===== src/rtl/score_tracker_if.sv =====
// Bundles the score_tracker round-control inputs, per-player hit/miss pulses and
// the scoreboard outputs; master = game logic side, slave = score_tracker.
interface score_tracker_if #(
    parameter int NUM_PLAYERS = 2,
    parameter int SCORE_W     = 8,
    parameter int LEAD_W      = 1
);
    // Handshake: no ready path. hit[i]/miss[i] are single-cycle valid qualifiers
    // sampled on every clock; the tracker always accepts, so the sender never stalls.
    logic                           game_active;
    logic                           timer_expired;
    logic [NUM_PLAYERS-1:0]         hit;
    logic [NUM_PLAYERS-1:0]         miss;
    logic [NUM_PLAYERS*SCORE_W-1:0] scores;
    logic [1:0]                     state;
    logic [LEAD_W-1:0]              leader;
    logic                           tie;
    logic [SCORE_W-1:0]             high_score;
    logic                           new_high;

    modport master (
        output game_active, timer_expired, hit, miss,
        input  scores, state, leader, tie, high_score, new_high
    );

    modport slave (
        input  game_active, timer_expired, hit, miss,
        output scores, state, leader, tie, high_score, new_high
    );
endinterface


===== src/rtl/score_tracker.sv =====
// Multi-player saturating score engine with round FSM, leader/tie compare and session high score.
// Define SCORE_COMBO_EN to enable the per-player hit-streak combo bonus.
module score_tracker #(
    parameter int NUM_PLAYERS = 2,
    parameter int SCORE_W     = 8,
    parameter int MAX_SCORE   = 200,
    parameter int PENALTY     = 1,
    parameter int COMBO_LEN   = 4
) (
    input  logic            clkIn,
    input  logic            reset,
    score_tracker_if.slave  bus
);
    localparam int LEAD_W = (NUM_PLAYERS > 1) ? $clog2(NUM_PLAYERS) : 1;

    localparam logic [1:0] ST_IDLE   = 2'd0;
    localparam logic [1:0] ST_PLAY   = 2'd1;
    localparam logic [1:0] ST_FROZEN = 2'd2;

    localparam logic [SCORE_W:0] MAX_EXT = (SCORE_W+1)'(MAX_SCORE);
    localparam logic [SCORE_W:0] PEN_EXT = (SCORE_W+1)'(PENALTY);

    if (COMBO_LEN < 2 || MAX_SCORE >= (1 << SCORE_W)) begin : g_bad_params
        $error("score_tracker: COMBO_LEN must be >= 2 and MAX_SCORE < 2**SCORE_W");
    end

    logic [1:0]                            state_q, state_d;
    logic [NUM_PLAYERS-1:0][SCORE_W-1:0]   score_q, score_d;
    logic [LEAD_W-1:0]                     leader_q, leader_d;
    logic                                  tie_q, tie_d;
    logic [SCORE_W-1:0]                    high_q, high_d;
    logic                                  new_high_q, new_high_d;
    logic [SCORE_W-1:0]                    max_v;
    logic [2:0]                            top_cnt;

`ifdef SCORE_COMBO_EN
    localparam int STREAK_W = $clog2(COMBO_LEN);
    logic [NUM_PLAYERS-1:0][STREAK_W-1:0] streak_q, streak_d;
`endif

    // Sums are formed one bit wider than the score so the ceiling test sees any carry.
    function automatic logic [SCORE_W-1:0] sat_add(input logic [SCORE_W-1:0] s, input logic [1:0] inc);
        logic [SCORE_W:0] sum;
        sum = {1'b0, s} + (SCORE_W+1)'(inc);
        return (sum > MAX_EXT) ? MAX_EXT[SCORE_W-1:0] : sum[SCORE_W-1:0];
    endfunction

    function automatic logic [SCORE_W-1:0] sat_sub(input logic [SCORE_W-1:0] s);
        logic [SCORE_W:0] diff;
        diff = {1'b0, s} - PEN_EXT;
        return ({1'b0, s} < PEN_EXT) ? '0 : diff[SCORE_W-1:0];
    endfunction

    // Lowest index wins ties because only a strictly greater score displaces the leader.
    always_comb begin
        max_v    = score_q[0];
        leader_d = '0;
        top_cnt  = '0;
        for (int i = 1; i < NUM_PLAYERS; i++) begin
            if (score_q[i] > max_v) begin
                max_v    = score_q[i];
                leader_d = LEAD_W'(i);
            end
        end
        for (int i = 0; i < NUM_PLAYERS; i++) begin
            if (score_q[i] == max_v) top_cnt = top_cnt + 3'd1;
        end
        tie_d = (top_cnt > 3'd1);
    end

    always_comb begin
        state_d    = state_q;
        score_d    = score_q;
        high_d     = high_q;
        new_high_d = 1'b0;
`ifdef SCORE_COMBO_EN
        streak_d   = streak_q;
`endif
        case (state_q)
            ST_IDLE: begin
                if (bus.game_active) begin
                    state_d = ST_PLAY;
                    score_d = '0;
`ifdef SCORE_COMBO_EN
                    streak_d = '0;
`endif
                end
            end
            ST_PLAY: begin
                if (bus.timer_expired) begin
                    state_d = ST_FROZEN;
                    if (max_v > high_q) begin
                        high_d     = max_v;
                        new_high_d = 1'b1;
                    end
                end else if (!bus.game_active) begin
                    state_d = ST_IDLE;
                end else begin
                    for (int i = 0; i < NUM_PLAYERS; i++) begin
                        if (bus.hit[i]) begin
`ifdef SCORE_COMBO_EN
                            if (streak_q[i] == STREAK_W'(COMBO_LEN - 1)) begin
                                score_d[i]  = sat_add(score_q[i], 2'd2);
                                streak_d[i] = '0;
                            end else begin
                                score_d[i]  = sat_add(score_q[i], 2'd1);
                                streak_d[i] = streak_q[i] + STREAK_W'(1);
                            end
`else
                            score_d[i] = sat_add(score_q[i], 2'd1);
`endif
                        end else if (bus.miss[i]) begin
                            score_d[i] = sat_sub(score_q[i]);
`ifdef SCORE_COMBO_EN
                            streak_d[i] = '0;
`endif
                        end
                    end
                end
            end
            ST_FROZEN: begin
                if (!bus.game_active) state_d = ST_IDLE;
            end
            default: state_d = ST_IDLE;
        endcase
    end

    always_ff @(posedge clkIn or negedge reset) begin
        if (!reset) begin
            state_q    <= ST_IDLE;
            score_q    <= '0;
            leader_q   <= '0;
            tie_q      <= 1'b0;
            high_q     <= '0;
            new_high_q <= 1'b0;
`ifdef SCORE_COMBO_EN
            streak_q   <= '0;
`endif
        end else begin
            state_q    <= state_d;
            score_q    <= score_d;
            leader_q   <= leader_d;
            tie_q      <= tie_d;
            high_q     <= high_d;
            new_high_q <= new_high_d;
`ifdef SCORE_COMBO_EN
            streak_q   <= streak_d;
`endif
        end
    end

    assign bus.scores     = score_q;
    assign bus.state      = state_q;
    assign bus.leader     = leader_q;
    assign bus.tie        = tie_q;
    assign bus.high_score = high_q;
    assign bus.new_high   = new_high_q;
endmodule


===== src/flat_wrapper.sv =====
// flat-port wrapper written by rule: the top's interface ports become plain ports
module score_tracker_flat 
#(
    parameter int NUM_PLAYERS = 2,
    parameter int SCORE_W     = 8,
    parameter int MAX_SCORE   = 200,
    parameter int PENALTY     = 1,
    parameter int COMBO_LEN   = 4
)
  (clkIn, reset, bus_game_active, bus_timer_expired, bus_hit, bus_miss, bus_scores, bus_state, bus_leader, bus_tie, bus_high_score, bus_new_high);
  score_tracker_if #(.NUM_PLAYERS(NUM_PLAYERS), .SCORE_W(SCORE_W), .LEAD_W((1))) bus_i ();
  input  logic clkIn;
  input  logic reset;
  input wire logic [$bits(bus_i.game_active)-1:0] bus_game_active;
  input wire logic [$bits(bus_i.timer_expired)-1:0] bus_timer_expired;
  input wire logic [$bits(bus_i.hit)-1:0] bus_hit;
  input wire logic [$bits(bus_i.miss)-1:0] bus_miss;
  output wire logic [$bits(bus_i.scores)-1:0] bus_scores;
  output wire logic [$bits(bus_i.state)-1:0] bus_state;
  output wire logic [$bits(bus_i.leader)-1:0] bus_leader;
  output wire logic [$bits(bus_i.tie)-1:0] bus_tie;
  output wire logic [$bits(bus_i.high_score)-1:0] bus_high_score;
  output wire logic [$bits(bus_i.new_high)-1:0] bus_new_high;
  assign bus_i.game_active = bus_game_active;
  assign bus_i.timer_expired = bus_timer_expired;
  assign bus_i.hit = bus_hit;
  assign bus_i.miss = bus_miss;
  assign bus_scores = bus_i.scores;
  assign bus_state = bus_i.state;
  assign bus_leader = bus_i.leader;
  assign bus_tie = bus_i.tie;
  assign bus_high_score = bus_i.high_score;
  assign bus_new_high = bus_i.new_high;
  score_tracker #(.NUM_PLAYERS(NUM_PLAYERS), .SCORE_W(SCORE_W), .MAX_SCORE(MAX_SCORE), .PENALTY(PENALTY), .COMBO_LEN(COMBO_LEN)) u_core (.clkIn(clkIn), .reset(reset), .bus(bus_i));
endmodule

===== config.mk =====
export PLATFORM = sky130hd
export DESIGN_NAME = score_tracker_flat
export DESIGN_NICKNAME = d
export VERILOG_FILES = /design/src/rtl/score_tracker_if.sv /design/src/rtl/score_tracker.sv /design/src/flat_wrapper.sv
export SDC_FILE = /design/constraint.sdc
export NUM_CORES = 1
export LEC_CHECK = 0
export ABC_AREA = 1
export BUFFER_PORTS_ARGS = -buffer_cell sky130_fd_sc_hd__clkbuf_2
export CORE_MARGIN = 2
export CORE_UTILIZATION = 38
export CTS_BUF_LIST = sky130_fd_sc_hd__clkbuf_8
export CTS_CLUSTER_DIAMETER = 150
export DETAILED_ROUTE_END_ITERATION = 8
export GPL_ROUTABILITY_DRIVEN = 1
export PLACE_DENSITY = 0.66
export SLEW_MARGIN = 40
export SYNTH_ARGS = -nofsm -noshare
export SYNTH_HDL_FRONTEND = slang
export SYNTH_SLANG_ARGS = --single-unit

===== constraint.sdc =====
create_clock -name clkIn -period 3.1 [get_ports clkIn]
set_input_delay 0 -clock clkIn [delete_from_list [all_inputs] [get_ports clkIn]]
set_output_delay 0 -clock clkIn [all_outputs]
set_load 0.01 [all_outputs]

Word-level counts from Yosys, hierarchy flattened
Index checks and enable logic that the tools add are counted.

operators by class
  add/subtract/negate cells = 5
  order comparisons = 7
  eq/ne operators = 9
  multiplexer cells = 23
  reduce and logical (&&, ||, !) cells = 5

operator list
  cell                                                                          number
  8-bit two-way mux                                                             9
  16-bit two-way mux                                                            3
  16-bit case mux with 2 select lines                                           1
  8-bit by 1-bit adder with 9-bit output, second input constant                 2
  9-bit by 8-bit > comparator with 1-bit output, second input constant          2
  8-bit equality test                                                           2
  8-bit > comparator                                                            2
  8-bit by 1-bit less-than comparator with 1-bit output, second input constant  2
  8-bit by 1-bit subtractor with 8-bit output, second input constant            2
  5-bit AND reduction                                                           2
  2-bit two-way mux                                                             3
  2-bit inequality test, second input constant                                  3
  3-bit inequality test, second input constant                                  2
  2-bit case mux with 3 select lines                                            1
  1-bit two-way mux                                                             5
  3-bit by 1-bit > comparator with 1-bit output, second input constant          1
  3-bit two-way mux                                                             1
  3-bit AND reduction                                                           1
  1-bit by 1-bit adder with 2-bit output, second input constant                 1
  2-bit by 1-bit equality test with 1-bit output, second input constant         1
  2-bit equality test, second input constant                                    1
  2-bit logical NOT                                                             1
  2-bit nonzero test                                                            1

storage, ports and cells
  register bits = 29
  input port bits = 8
  output and inout bits = 29

Logic depth before layout (Yosys ltp)
Gate-level depths: netlist of the first run.

  depth in word-level cells = 7
  mapped depth = 24
  gate-level depth less buffers = 22

Worst setup path after synthesis of the first run
Ideal clock, no wire load.

  path type = register to register
  start point = register u_core.score_q, in the netlist u_core.bus.scores[7]
  end point = register u_core.high_q[0] (netlist: u_core.bus.high_score[0])
  data arrival time = 3.068 ns
  data required time = 2.967 ns
  setup slack = -0.102 ns
  stages on the path, launching flop included = 21
  clock period less this slack = 3.202 ns
  cell sequence = dfrtp_1 buf_2 inv_1 ha_1 a21o_1 nor2_2 nand2_4 nand2_2 buf_6 buf_6 nor2_1 a21oi_1 inv_1 ha_1 a21oi_1 o21ai_0 nand2_1 o211ai_1 nand3_1 clkbuf_1 o21ai_0

on the way
  cells in the longest elaborated chain, start to end = 4

ends and longest elaborated chain
  element                               line                  source
  from (decl)                           score_tracker.sv:28   logic [NUM_PLAYERS-1:0][SCORE_W-1:0] score_q, score_d;
  from (signal assigned)                score_tracker.sv:141  score_q <= score_d;
  8-bit > comparator                    score_tracker.sv:60   if (score_q[i] > max_v) begin
  8-bit two-way mux                     score_tracker.sv:60
  net u_core.max_v[1]                   score_tracker.sv:33   logic [SCORE_W-1:0] max_v;
  8-bit > comparator                    score_tracker.sv:92   if (max_v > high_q) begin
  3-bit AND reduction (no source line)  n/a
  to (signal assigned)                  score_tracker.sv:144  high_q <= high_d;
  to (decl)                             score_tracker.sv:31   logic [SCORE_W-1:0] high_q, high_d;

The timed path passes the listed nets, and every way through them passes these cells.
A chain may end at the register's enable or synchronous reset.

Worst setup path in the final report of the first run
  start point = register u_core.score_q, in the netlist u_core.bus.scores[11]
  end point = register u_core.high_q[3] (netlist: u_core.bus.high_score[3])

on the way
  cells in the longest elaborated chain, start to end = 4

ends and longest elaborated chain
  element                               line
  8-bit > comparator                    score_tracker.sv:60
  8-bit two-way mux *                   score_tracker.sv:60
  net u_core.max_v[3]                   score_tracker.sv:33
  8-bit > comparator                    score_tracker.sv:92
  3-bit AND reduction (no source line)  n/a

The timed path passes the listed nets; every way through them passes the cells marked *.

==> run summary, run 1 <==
worst-path maximum fanout -> 11
fin crit share -> 95.0%
die height -> 89.8 µm
syn_nets -> 441
mux share of post-synthesis cell area -> 0%
worst hold path type -> input port to register
Commonest cells post-synth -> 83 x nand2_1, 54 x inv_1, 32 x nor2_1, 30 x nand3_1, 29 x dfrtp_1
max frequency -> 340 MHz
CTS tree -> yes
Final Max Tran Viols -> 0
later-pin clock latency in the skew report -> 290 ps
Synth top area share -> 26.0%
CP Launch Type -> register
clk root buf -> clkbuf_8
drt pass-1 iters -> 4
setup TNS -> 0 ps
status -> finished clean
H-tree levels -> 2
Inserted Diodes -> 0
Initial Utilization -> 39.0%
Mapped Area -> 2800 µm²
clk slew on worst S/H paths -> 70 ps
cell area after layout -> 3420 µm²
Post-Route WL -> 7.97 mm
Post-Synth Simple-Gate Area -> 32.9%
top_reg_cell synth -> dfrtp_1
CP Data Required Time -> 3310 ps
asr flop ratio synth -> 100%
Post-DP HPWL -> 6.07 mm
post-synthesis compound-gate area fraction -> 14.0%
1st-iter DRT viols -> 258
Synth Instances -> 411
Synth Warn # -> 0
Avg Vias per Cell -> 5.16
initial antenna violation count -> 0
number of synthesized flops with an enable pin -> 0
total number of vias -> 2945
# IOs -> 37
Syn Area/Cell -> 6.80 µm²
Worst Setup Path Type -> register to register
nets -> 502
fin util -> 47.7%
largest net degree at the start of global routing -> 30
most common cell in the synthesized netlist -> nand2_1
CTS buffer count -> 5
first-pass GRT wire length -> 12.9 mm
total design power -> 3.52 mW
post-synthesis sequential area ratio -> 26.0%
Tmin final -> 2940 ps
PD cells -> 1030 nW/µm²
XOR/XNOR share of the synthesized area -> 4.38%
R2R setup slack -> 160 ps
Final Hold Violating Endpoints -> 0
Synth Area in Adders -> 9.84%
relative slew slack -> 52.9%
#FFs+latches synth -> 29
I/O Buffers -> 36
post-route ant nets -> 0
Clock Sinks -> 29
CP endpoint kind -> register
DRC -> 0
DIE WIDTH -> 89.8 µm
top cell type by total area after synthesis -> dfrtp_1
VDD IR max -> 0.395 mV
P&R area growth vs syn -> 22.3%
GRT overflow -> 0
main combinational cell family by area after synthesis -> simple AND/OR/NAND/NOR gates
# rows -> 31
Cell Area, Placed -> 3210 µm²
share of cells above drive strength 1 -> 24.8%
Core Area -> 7180 µm²
Worst EP arrival -> 3160 ps
DIE AREA -> 8060 µm²
Tightest Pin Transition -> 707 ps
clock skew -> 4.02 ps
Yosys cell types -> 39
synth top area cells -> dfrtp_1 26%, nand2_1 11%, ha_1 9.8%
Final setup viols -> 0
routability cong. -> 0.880
clock buffer depth -> 2
MaxCap Viol Count -> 0
vias in the first global route -> 2735
Leakage -> 1.78 nW
wire per inst -> 14.0 µm
Tot GR Track Use -> 19.4%
layout make-up:
| class | instances | area (µm²) |
|---|---|---|
| Clock buffer | 5 | 68.8 |
| Clock inverter | 2 | 35.0 |
| Fill cell | 737 | 3760 |
| Inverter | 68 | 258 |
| Multi-Input combinational cell | 300 | 1780 |
| Sequential cell | 29 | 726 |
| Tap cell | 99 | 124 |
| Timing Repair Buffer | 68 | 425 |
path summary, 6_finish.rpt:
kind,cells after the start,start,endpoint
setup / recovery,19,u_core.bus.scores[11],u_core.bus.high_score[3]
hold / removal,4,bus_timer_expired,u_core.bus.state[0]
setup reg to reg,19,u_core.bus.scores[11],u_core.bus.high_score[3]
hold reg to reg,2,u_core.bus.high_score[4],u_core.bus.high_score[4]
max in group asynchronous,2,reset,u_core.bus.tie
min in group asynchronous,2,reset,u_core.bus.high_score[5]
report_power, final:
part | switching, mW | internal, mW | total [mW]
Clock | 0.158 | 0.233 | 0.391
Combinational | 1.63 | 0.925 | 2.56
Sequential | 0.0764 | 0.495 | 0.571
Total | 1.87 | 1.65 | 3.52
repair_timing:
item	CTS	global route
gates resized for setup	1	11
pin swaps	0	6
setup endpoints to repair	8	9
setup buffers	0	2
hold endpoints to repair	30	0
hold buffers	2	0
cloned	0	2
layout by cell type, fill, tap and decap left out, types with 2 or more instances in the layout:
cell,instances
nand2_4,2
dlygate4sd3_1,2
buf_4,30
clkinv_1,2
inv_2,11
o21ai_0,16
inv_1,54
nand2_2,4
a21oi_1,15
dfrtp_1,29
nor2_1,32
nand2_1,83
nor2_4,5
nor3_1,4
nand4_1,23
clkbuf_2,35
o21ai_1,20
nand3_2,2
ha_1,22
o21ai_2,3
nand3_1,29
a211oi_1,2
nor2_2,4
clkbuf_8,5
a21oi_2,6
xor2_1,13
worst max-delay path: stages (launching register included):
cell and delay (ps):
dfrtp_1 420, ha_1 310, nand2_1 70, inv_2 70, nand2_1 60, nand2_1 70, nand2_2 60, nand2_4 110
nand2_8 90, inv_4 100, nor2_1 50, a21oi_2 130, inv_1 60, ha_1 290, nand2_1 70, o21ai_0 190
nand2_1 90, o211ai_1 180, nand3_2 270, o21ai_1 190
per-stage QoR:
step | hold WS, ps | instances | setup WS [ps]
CTS | 87.5 | 567 | 20.6
floorplan | -296 | 411 | 9.09
global placement | 101 | 558 | 50.2
global route | 106 | 571 | -78.1
finish | 77.6 | 571 | 155
detailed placement | 116 | 558 | -37.8
flip-flops by register name, indices dropped and copies added, names as in the netlist:
signal and flops:
u_core.bus.leader 1, u_core.bus.scores 16, u_core.bus.state 2, u_core.bus.high_score 8, u_core.bus.tie 1, u_core.bus.new_high 1
layer usage:
metal / global-route usage [%] / wire (µm) / vias to the layer above
met4: 7.18 / 192 / 0
met1: 26.1 / 3590 / 1380
met2: 31.8 / 3750 / 80
li1: - / - / 1470
met3: 2.68 / 441 / 15
met5: 0 / 0 / -
cell families (layout without fill, tap and decap cells):
family          count (synthesis)  count (layout)
fa+ha+maj                      22              22
xor+xnor                       14              14
simple gates                  191             193
buf+inv                        84             143
compound gates                 71              71
flops                          29              29
(Power assumes the default switching activity.)
==> run 2, diff against run 1 <==
==> constraint.sdc (replaced) <==
create_clock -name clkIn -period 3.1 [get_ports clkIn]
set_input_delay 0.31 -clock clkIn [delete_from_list [all_inputs] [get_ports clkIn]]
set_output_delay 0.31 -clock clkIn [all_outputs]
set_load 0.01 [all_outputs]
==> run summary, run 2 (synthesized netlist as in run 1, its figures left out) <==
Inserted Diodes -> 0 (unchanged)
fin crit share -> 95.2% (was 95.0%)
CTS buffer count -> 5 (unchanged)
1st-iter DRT viols -> 266 (was 258)
Final Max Tran Viols -> 0 (unchanged)
Tot GR Track Use -> 19.4% (about the same)
GR Layer Usage met1 -> 26.0% (was 26.1%)
Leakage -> 1.77 nW (was 1.78 nW)
worst-path maximum fanout -> 11 (unchanged)
fillers -> 736 (was 737)
DP Worst Slack -> -37.8 ps (unchanged)
grt met3 use -> 2.77% (was 2.68%)
Initial Utilization -> 39.0% (unchanged)
R2R setup slack -> 150 ps (was 160 ps)
Sw Ratio -> 53.0% (was 53.1%)
die height -> 89.8 µm (unchanged)
worst hold path type -> input port to async pin (was input port to register)
first-pass GRT wire length -> 12.8 mm (was 12.9 mm)
clock power share -> 11.1% (about the same)
clk slew on worst S/H paths -> 70 ps (about the same)
CP endpoint kind -> register (unchanged)
Avg Vias per Cell -> 5.15 (was 5.16)
total design power -> 3.52 mW (about the same)
later-pin clock latency in the skew report -> 280 ps (was 290 ps)
wire per inst -> 13.9 µm (was 14.0 µm)
# rows -> 31 (unchanged)
share of cells above drive strength 1 -> 24.9% (was 24.8%)
CP Launch Type -> register (unchanged)
MaxCap Viol Count -> 0 (unchanged)
# IOs -> 37 (unchanged)
CTS Hold Bufs -> 0 (was 2)
largest net degree at the start of global routing -> 30 (unchanged)
post-route ant nets -> 0 (unchanged)
Top Usage Layer GRT -> met2 (unchanged)
cell area after layout -> 3400 µm² (was 3420 µm²)
fin util -> 47.4% (was 47.7%)
DIE AREA -> 8060 µm² (unchanged)
most frequent cells in the layout -> 83 x nand2_1, 54 x inv_1, 35 x clkbuf_2 (unchanged)
max frequency -> 339 MHz (was 340 MHz)
Clock Sinks -> 29 (unchanged)
Worst Setup Path Type -> register to register (unchanged)
clock buffer depth -> 2 (unchanged)
GRT overflow -> 0 (unchanged)
Tmin final -> 2950 ps (was 2940 ps)
P&R area growth vs syn -> 21.6% (was 22.3%)
CP Data Required Time -> 3310 ps (about the same)
clock skew -> 2.92 ps (was 4.02 ps)
Sw Pwr -> 1.87 mW (about the same)
Final setup viols -> 0 (unchanged)
DIE WIDTH -> 89.8 µm (unchanged)
routability cong. -> 0.880 (unchanged)
VDD IR max -> 0.396 mV (was 0.395 mV)
DRC -> 0 (unchanged)
Post-Route WL -> 7.92 mm (was 7.97 mm)
status -> finished clean (unchanged)
Tightest Pin Transition -> 707 ps (about the same)
max reg flops -> 16 (unchanged)
drt pass-1 iters -> 4 (unchanged)
relative slew slack -> 52.9% (about the same)
PD cells -> 1030 nW/µm² (about the same)
clk root buf -> clkbuf_8 (unchanged)
Final Hold Violating Endpoints -> 0 (unchanged)
initial antenna violation count -> 0 (unchanged)
internal power -> 1.65 mW (about the same)
I/O Buffers -> 36 (unchanged)
most common cell after layout, fill and taps aside -> nand2_1 (unchanged)
Cell Area, Placed -> 3210 µm² (unchanged)
total number of vias -> 2931 (was 2945)
Seq pwr share -> 16.2% (about the same)
Post-DP HPWL -> 6.07 mm (unchanged)
PnR worst setup slack -> 148 ps (was 155 ps)
Worst EP arrival -> 3160 ps (about the same)
Core Area -> 7180 µm² (unchanged)
nets -> 500 (was 502)
H-tree levels -> 2 (unchanged)
M2 GR Usage -> 31.8% (about the same)
CTS tree -> yes (unchanged)
combinational share of power -> 72.7% (about the same)
vias in the first global route -> 2734 (was 2735)
[run 2: cell types whose count changed in the layout (fill, tap and decap cells not counted), sizes merged]
cell / previous run / this run
dlygate4sd3: 2 / 0
[run 2: what timing repair did]
item,in CTS,in global routing
pin swaps,0,6
setup buffers,0,2
gates resized for setup,1,11
cloned,0,2
endpoints found under the setup margin,8,9
[run 2: final timing paths]
kind	from	cells past startpoint	endpoint
setup / recovery	u_core.bus.scores[11]	19	u_core.bus.high_score[3]
hold / removal	reset	1	u_core.bus.high_score[5]
setup reg to reg	u_core.bus.scores[11]	19	u_core.bus.high_score[3]
hold reg to reg	u_core.bus.high_score[4]	2	u_core.bus.high_score[4]
max in group asynchronous	reset	1	u_core.bus.tie
min in group clkIn	bus_game_active	2	u_core.bus.state[1]
[run 2: power groups by stage]
| stage | clock network [mW] | registers [mW] | logic (mW) |
|---|---|---|---|
| global route | 0.419 | 0.586 | 2.84 |
| detailed placement | 0 | 0.576 | 2.30 |
| CTS | 0.398 | 0.571 | 2.33 |
| finish | 0.391 | 0.571 | 2.56 |
| floorplan | 0 | 0.657 | 1.68 |
| global placement | 0 | 0.574 | 2.25 |
[run 2: through the flow]
stage	std cells	hold WS, ps	setup TNS, ps
floorplan	411	14.4	0
global placement	558	411	0
CTS	565	122	0
global route	569	131	-503
finish	569	70.8	0
detailed placement	558	426	-230
[run 2: per-layer routing]
| metal | vias up | wire (µm) |
|---|---|---|
| li1 | 1467 | - |
| met1 | 1372 | 3540 |
| met2 | 80 | 3780 |
| met3 | 12 | 423 |
| met4 | 0 | 175 |
| met5 | - | 0 |
[run 2: worst max-delay path, cell delays in order (launching register included)]
cell      delay (ps)
dfrtp_1          420
ha_1             310
nand2_1           70
inv_2             70
nand2_1           60
nand2_1           70
nand2_2           60
nand2_4          110
nand2_8           90
inv_4            100
nor2_1            50
a21oi_2          130
inv_1             60
ha_1             290
nand2_1           70
o21ai_0          190
nand2_1           90
o211ai_1         180
nand3_2          270
o21ai_1          190
[run 2: final cells by class]
cell class / instances / area [µm²] / area share (%)
sequential: 29 / 726 / 21.3
inverter: 68 / 258 / 7.58
clock inverter: 2 / 35.0 / 1.03
clock buffer: 5 / 68.8 / 2.02
multi-input combinational: 300 / 1780 / 52.4
tap: 99 / 124 / 3.64
timing repair buffer: 66 / 405 / 11.9
